$ cat src/rtl/uart_tx.sv
// 8N1 UART transmitter with a valid/ready byte port, WAIT_DIV clocks per bit.
// Define UART_TX_FIFO_EN for a FIFO_DEPTH-entry TX FIFO; otherwise a one-byte holding register is used.
module uart_tx #(
    parameter int WAIT_DIV   = 608,
    parameter int FIFO_DEPTH = 16
) (
    input  logic       clk,
    input  logic       rst,
    input  logic [7:0] wdata,
    input  logic       wvalid,
    output logic       wready,
    output logic       txd,
    output logic       busy
);

    localparam int CNT_W = $clog2(WAIT_DIV);
    localparam logic [CNT_W-1:0] LAST_CNT = CNT_W'(WAIT_DIV - 1);

    if (WAIT_DIV < 2 || WAIT_DIV > 16383) begin : g_bad_div
        $error("uart_tx: WAIT_DIV out of range");
    end
    if (FIFO_DEPTH < 2 || (FIFO_DEPTH & (FIFO_DEPTH - 1)) != 0) begin : g_bad_depth
        $error("uart_tx: FIFO_DEPTH must be a power of two >= 2");
    end

    typedef enum logic [1:0] {IDLE, START, DATA, STOP} state_t;

    state_t           state_q, state_d;
    logic [CNT_W-1:0] cnt_q, cnt_d;
    logic [2:0]       bit_q, bit_d;
    logic [7:0]       shift_q, shift_d;
    logic             txd_q, txd_d;
    logic             busy_q, busy_d;

    logic       push;
    logic       pop;
    logic       buf_valid;
    logic       buf_next_valid;
    logic [7:0] buf_head;

    assign push = wvalid && wready;

`ifdef UART_TX_FIFO_EN
    localparam int PTR_W = $clog2(FIFO_DEPTH);
    localparam logic [PTR_W:0] FULL_CNT = FIFO_DEPTH[PTR_W:0];

    logic [7:0]       mem_q [FIFO_DEPTH];
    logic [PTR_W-1:0] wr_ptr_q, wr_ptr_d, rd_ptr_q, rd_ptr_d;
    logic [PTR_W:0]   count_q, count_d;

    // Full blocks writes even when a pop frees a slot on the same edge.
    assign wready         = (count_q != FULL_CNT);
    assign buf_valid      = (count_q != '0);
    assign buf_head       = mem_q[rd_ptr_q];
    assign buf_next_valid = (count_d != '0);

    always_comb begin
        wr_ptr_d = wr_ptr_q;
        rd_ptr_d = rd_ptr_q;
        count_d  = count_q;
        if (push) wr_ptr_d = wr_ptr_q + 1'b1;
        if (pop)  rd_ptr_d = rd_ptr_q + 1'b1;
        if (push && !pop)      count_d = count_q + 1'b1;
        else if (!push && pop) count_d = count_q - 1'b1;
    end

    always_ff @(posedge clk or posedge rst) begin
        if (rst) begin
            wr_ptr_q <= '0;
            rd_ptr_q <= '0;
            count_q  <= '0;
        end else begin
            wr_ptr_q <= wr_ptr_d;
            rd_ptr_q <= rd_ptr_d;
            count_q  <= count_d;
        end
    end

    always_ff @(posedge clk) begin
        if (push) mem_q[wr_ptr_q] <= wdata;
    end
`else
    logic [7:0] hold_q, hold_d;
    logic       hold_valid_q, hold_valid_d;

    assign wready         = !hold_valid_q;
    assign buf_valid      = hold_valid_q;
    assign buf_head       = hold_q;
    assign buf_next_valid = hold_valid_d;

    // Push needs the flag clear and pop needs it set, so they never coincide.
    always_comb begin
        hold_d       = hold_q;
        hold_valid_d = hold_valid_q;
        if (push) begin
            hold_d       = wdata;
            hold_valid_d = 1'b1;
        end else if (pop) begin
            hold_valid_d = 1'b0;
        end
    end

    always_ff @(posedge clk or posedge rst) begin
        if (rst) begin
            hold_q       <= '0;
            hold_valid_q <= 1'b0;
        end else begin
            hold_q       <= hold_d;
            hold_valid_q <= hold_valid_d;
        end
    end
`endif

    always_comb begin
        state_d = state_q;
        cnt_d   = cnt_q;
        bit_d   = bit_q;
        shift_d = shift_q;
        txd_d   = txd_q;
        pop     = 1'b0;
        case (state_q)
            IDLE: begin
                txd_d = 1'b1;
                cnt_d = '0;
                if (buf_valid) begin
                    pop     = 1'b1;
                    shift_d = buf_head;
                    bit_d   = '0;
                    state_d = START;
                    txd_d   = 1'b0;
                end
            end
            START: begin
                if (cnt_q == LAST_CNT) begin
                    cnt_d   = '0;
                    bit_d   = '0;
                    txd_d   = shift_q[0];
                    state_d = DATA;
                end else begin
                    cnt_d = cnt_q + 1'b1;
                end
            end
            DATA: begin
                if (cnt_q == LAST_CNT) begin
                    cnt_d = '0;
                    if (bit_q == 3'd7) begin
                        txd_d   = 1'b1;
                        state_d = STOP;
                    end else begin
                        shift_d = shift_q >> 1;
                        txd_d   = shift_q[1];
                        bit_d   = bit_q + 1'b1;
                    end
                end else begin
                    cnt_d = cnt_q + 1'b1;
                end
            end
            STOP: begin
                if (cnt_q == LAST_CNT) begin
                    cnt_d = '0;
                    // A waiting byte starts its frame with no idle gap.
                    if (buf_valid) begin
                        pop     = 1'b1;
                        shift_d = buf_head;
                        bit_d   = '0;
                        txd_d   = 1'b0;
                        state_d = START;
                    end else begin
                        txd_d   = 1'b1;
                        state_d = IDLE;
                    end
                end else begin
                    cnt_d = cnt_q + 1'b1;
                end
            end
            default: begin
                state_d = IDLE;
                cnt_d   = '0;
                txd_d   = 1'b1;
            end
        endcase
        busy_d = (state_d != IDLE) || buf_next_valid;
    end

    always_ff @(posedge clk or posedge rst) begin
        if (rst) begin
            state_q <= IDLE;
            cnt_q   <= '0;
            bit_q   <= '0;
            shift_q <= '0;
            txd_q   <= 1'b1;
            busy_q  <= 1'b0;
        end else begin
            state_q <= state_d;
            cnt_q   <= cnt_d;
            bit_q   <= bit_d;
            shift_q <= shift_d;
            txd_q   <= txd_d;
            busy_q  <= busy_d;
        end
    end

    assign txd  = txd_q;
    assign busy = busy_q;

endmodule

$ cat config.mk
export PLATFORM = sky130hd
export DESIGN_NAME = uart_tx
export DESIGN_NICKNAME = d
export VERILOG_FILES = /design/src/rtl/uart_tx.sv
export SDC_FILE = /design/constraint.sdc
export NUM_CORES = 1
export LEC_CHECK = 0
export CAP_MARGIN = 20
export CORE_MARGIN = 2
export CORE_UTILIZATION = 55
export DETAILED_ROUTE_END_ITERATION = 8
export DONT_BUFFER_PORTS = 1
export PLACE_DENSITY = 0.7
export SETUP_SLACK_MARGIN = 0.02
export SKIP_CTS_REPAIR_TIMING = 1
export SYNTH_ARGS = -nofsm -noshare
export SYNTH_HDL_FRONTEND = slang
export SYNTH_SLANG_ARGS = --single-unit
$ cat constraint.sdc
create_clock -name clk -period 4.1 [get_ports clk]
set_clock_uncertainty 0.1 [all_clocks]
set_input_delay 0.615 -clock clk [delete_from_list [all_inputs] [get_ports clk]]
set_output_delay 0.615 -clock clk [all_outputs]
set_load 0.005 [all_outputs]
Word level (Yosys, flattened, before mapping)
Index checks and enable logic that the tools add are counted.
Word-level totals
  output and inout port bits: 3
  logic and storage cells: 60
  flip-flop bits (word level): 34
  bits of input ports: 11
Cells by class
  $add $sub $neg: 2
  mux-type cells: 31
  reduce and logical (&&, ||, !) cells: 10
  equality and inequality tests: 9
Operators with widths (count)
  8-bit 2-to-1 mux: 4
  8-bit case mux with 3 select lines: 1
  10-bit case mux with 2 select lines: 1
  3-bit 2-to-1 mux: 5
  3-bit case mux with 4 select lines: 1
  10-bit by 1-bit adder with 10-bit output (second input constant): 1
  10-bit equality test (second input constant): 1
  1-bit 2-to-1 mux: 10
  10-bit 2-to-1 mux: 1
  2-bit 2-to-1 mux: 5
  2-bit != test (second input constant): 4
  2-bit case mux with 4 select lines: 1
  4-bit AND reduction: 2
  2-bit equality test (second input constant): 2
  1-bit case mux with 4 select lines: 1
  3-bit by 1-bit adder with 3-bit output (second input constant): 1
  3-bit equality test (second input constant): 1
  3-bit AND reduction: 1
  3-bit nonzero test: 1
  3-bit OR reduction: 1
  2-bit by 1-bit equality test with 1-bit output (second input constant): 1
  2-bit logical NOT: 1
  1-bit case mux with 2 select lines: 1
  2-bit nonzero test: 1
  other kinds (3): 3

Logic depth before layout (Yosys ltp)
  word-level depth: 6
  gate-level depth with buffers: 7
  gate-level depth less buffers: 6

Least setup slack after synthesis
OpenSTA, ideal clock, no wires.
  path kind: flip-flop to flip-flop
  start point: register cnt_q[0]
  end point: register shift_q[0]
  arrival: 1783 ps
  data required time: 3875 ps
  clock period less this slack: 2008 ps
  path buffers: 1
  path slack: 2092 ps
  setup time: 125 ps
  cell stages (with the launch flop): 7
  path through: dfrtp_1 -> ha_1 -> and4_4 -> and3_1 -> buf_6 -> a32oi_4 -> mux2_2
On the way
  word-level cells in the longest chain between the ends: 3
  elaborated cells on any way between the ends: 4
  classes of those cells: eq/ne: 3; reduce/logical: 1
Ends and longest elaborated chain
  start, declared: line 29  | logic [CNT_W-1:0] cnt_q, cnt_d;
  start signal, assigned: line 195  | cnt_q <= cnt_d;
  10-bit equality test (*): line 144, 159
  2-bit != test (no line)
  4-bit AND reduction (no line) (*)
  end signal, assigned: line 197  | shift_q <= shift_d;
  end, declared: line 31  | logic [7:0] shift_q, shift_d;
Mark *: on every way between the ends. The rest lies on a longest branch, timed or not.
A chain may end at the register's enable or synchronous reset.

Worst setup path in the final report
  start point: register state_q[0]
  end point: register bit_q[0]
On the way
  word-level cells in the longest chain between the ends: 3
  elaborated cells on any way between the ends: 10
  classes of those cells: eq/ne: 7; mux: 1; reduce/logical: 2
Ends and longest elaborated chain
  start, declared: line 28  | state_t state_q, state_d;
  start signal, assigned: line 194  | state_q <= state_d;
  2-bit equality test or 2-bit by 1-bit equality test with 1-bit output (tied branches): line 121  | case (state_q)
  2-bit != test (no line)
  4-bit AND reduction (no line)
  end signal, assigned: line 196  | bit_q <= bit_d;
  end, declared: line 30  | logic [2:0] bit_q, bit_d;
Several ways; a longest one is shown, not always the timed one.

==> reports/results.txt <==
Die Ht -> 59.87 um
Max IR drop VDD -> 374.8 uV
Dpl cells -> 177
# diodes -> 0
WP data required -> 4230 ps
Worst Setup Path Type -> flip-flop to flip-flop
Area growth syn-to-layout -> 5.904%
Post-synthesis compound-gate area fraction -> 7.872%
Synth Area in Simple Gates -> 11.52%
Tightest Pin Transition -> 739.0 ps
Layout cell share with drive strength beyond 1 -> 25.83%
EDFF count, synth -> 0
Crit Path Max Fanout -> 15
Post-synthesis mux area share -> 16.98%
Routed Antenna Nets -> 0
Power Density -> 637.3 nW/um^2
Prevailing post-synth register cell -> dfrtp_1
Clock Path Buffers -> 2
Ys async rst share -> 100.0%
Register bit total from synthesis -> 34
Layout Cells excl Fill -> 184
Startpoint Class -> flip-flop
Net Count, Synth -> 167
Most frequent cells in the layout -> dfrtp_1 (33), mux2_2 (25), nor2_1 (15)
Synth Area in Adders -> 5.831%
Synth Area in XOR/XNOR -> 4.082%
WL/cell -> 14.29 um
Largest stage delay, worst path -> 680 ps
Hpwl dp -> 1.895 mm
CP cell instances -> inv_1, ha_1, nor3_1, o21ai_0, mux2_2
CTS tree -> done
Gr ovfl total -> 0
Commonest non-fill, non-tap cell in the layout -> dfrtp_1
Combinational family with the most area after synthesis -> multiplexers
Port Buffers -> 0
GRT Total Usage -> 17.52%
Syn Inst Count -> 148
DRC violations left -> 0
H-tree depth -> 2
Mapped Area -> 1717 um^2
Max-Cap Viols -> 0
Total Neg Setup Slack -> 0 ps
I/O Pins -> 14
Max-slew violation count -> 0
Final WL -> 2.629 mm
Final period utilization -> 58.88%
Worst Setup End Kind -> flip-flop
DR pass1 iterations -> 4
GP Congestion -> 0.7249
Number of setup violations in the final report -> 0
Vias/cell -> 5.690
Die width -> 59.87 um
Tmin final -> 2414 ps
Post-synthesis average cell area -> 11.60 um^2
Largest net degree at the start of global routing -> 35
Register area share after synthesis -> 49.64%
Row Count -> 20
Synth unique cells -> 32
Die area -> 3584 um^2
Worst min-delay path category -> primary input to asynchronous set/reset pin
RSZ-0062 raised after global routing -> no
Max-Slew Margin vs Limit -> 50.36%
Core Region -> 3003 um^2
Vias in the first global route -> 1020
Final hold violation count -> 0
Initial DRC Count -> 37
Slowest cell on crit path -> nor3_1
Clock root buffer -> clkbuf_4
Clock transition at the registers of the reported paths -> 100 ps
Initial antenna violation count -> 0
Initial Utilization -> 57.17%
Fmax -> 414.3 MHz
Status -> completed
Clock sinks -> 34
Crit path arrival time -> 2550 ps
Final nets -> 170
Yosys warns -> 0
Number of CTS-inserted buffers -> 5
Skew-Pair Late Insertion Delay -> 340 ps
Leakage -> 0.8061 nW
Vias -> 1047
Global-route wire length before repair -> 4.512 mm
==> through the flow <==
stage          hold slack [ps]  setup WS, ps  util (%)  power (mW)  area, um^2
6_report                 139.6          1686     60.54       1.159        1818
5_1_grt                  181.0          1480     60.54       1.238        1818
4_1_cts                  148.3          1658     60.54       1.169        1818
3_5_place_dp             374.9          1693     57.83      0.9196        1737
3_3_place_gp             371.2          1744     57.83      0.9006        1737
2_1_floorplan            353.3          2092         -      0.8484        1717
==> worst max-delay path: cells and delay by family, from the launching register on <==
| family | cells | cell delay (ps) |
|---|---|---|
| AOI/OAI and AO/OA | 1 | 270 |
| and+or+nand+nor | 1 | 680 |
| DFF | 1 | 440 |
| buffers and inverters | 1 | 110 |
| muxes | 1 | 320 |
| adders and majority gates | 1 | 390 |
==> cells by family after synthesis <==
family / count (synthesis)
and+or+nand+nor: 39
AOI/OAI and AO/OA: 17
DFF: 34
adders and majority gates: 8
buffers and inverters: 16
xor gates and xnor gates: 8
muxes: 26
==> worst paths after layout <==
check | slack [ps] | end | cells after the start | startpoint
setup / recovery | 1690 | bit_q[0] | 5 | state_q[0]
hold / removal | 140 | cnt_q[1] | 2 | rst
setup reg to reg | 1690 | bit_q[0] | 5 | state_q[0]
hold reg to reg | 390 | cnt_q[0] | 1 | cnt_q[0]
max in group asynchronous | 3440 | txd | 2 | rst
min in group clk | 320 | buf_head[0] | 1 | wdata[0]
==> cell usage after synthesis, types with 3 or more instances <==
cell,instances,area share [%]
dfrtp_1,33,48
nor2_1,15,3.3
mux2_2,25,16
nand2_1,6,1.3
a21oi_1,4,1.2
nor3_1,5,1.5
nand4_1,4,1.5
inv_1,11,2.4
xor2_1,3,1.5
ha_1,8,5.8
o21ai_0,3,0.87
xnor2_1,5,2.6
==> sequential cells by signal, indices dropped and copies added (netlist names) <==
register,count
shift_q,8
txd,1
buf_valid,1
busy,1
buf_head,8
bit_q,3
state_q,2
cnt_q,10
==> power by group <==
group / switching, mW / internal (mW) / total, mW
registers: 0.0781 / 0.451 / 0.529
logic: 0.175 / 0.204 / 0.379
clock network: 0.109 / 0.142 / 0.251
total: 0.362 / 0.797 / 1.16
==> area by class of cell <==
type,instances,area [um^2]
fillers,257,1185
clock buffers,6,51.30
flip-flops and latches,34,852.1
repair buffers,1,7.507
multi-input cells,98,794.5
inverters,11,41.29
clock inverters,1,30.03
well taps,33,41.29
==> metal layers <==
layer	share of wire, %	routed length [um]	GRT usage [%]
met1	47	1235	22.67
met2	46	1216	25.62
met3	4.5	117	6.061
met4	2.2	59	9.524
met5	0	0	0
No activity file was read; power rests on OpenSTA's default activity.
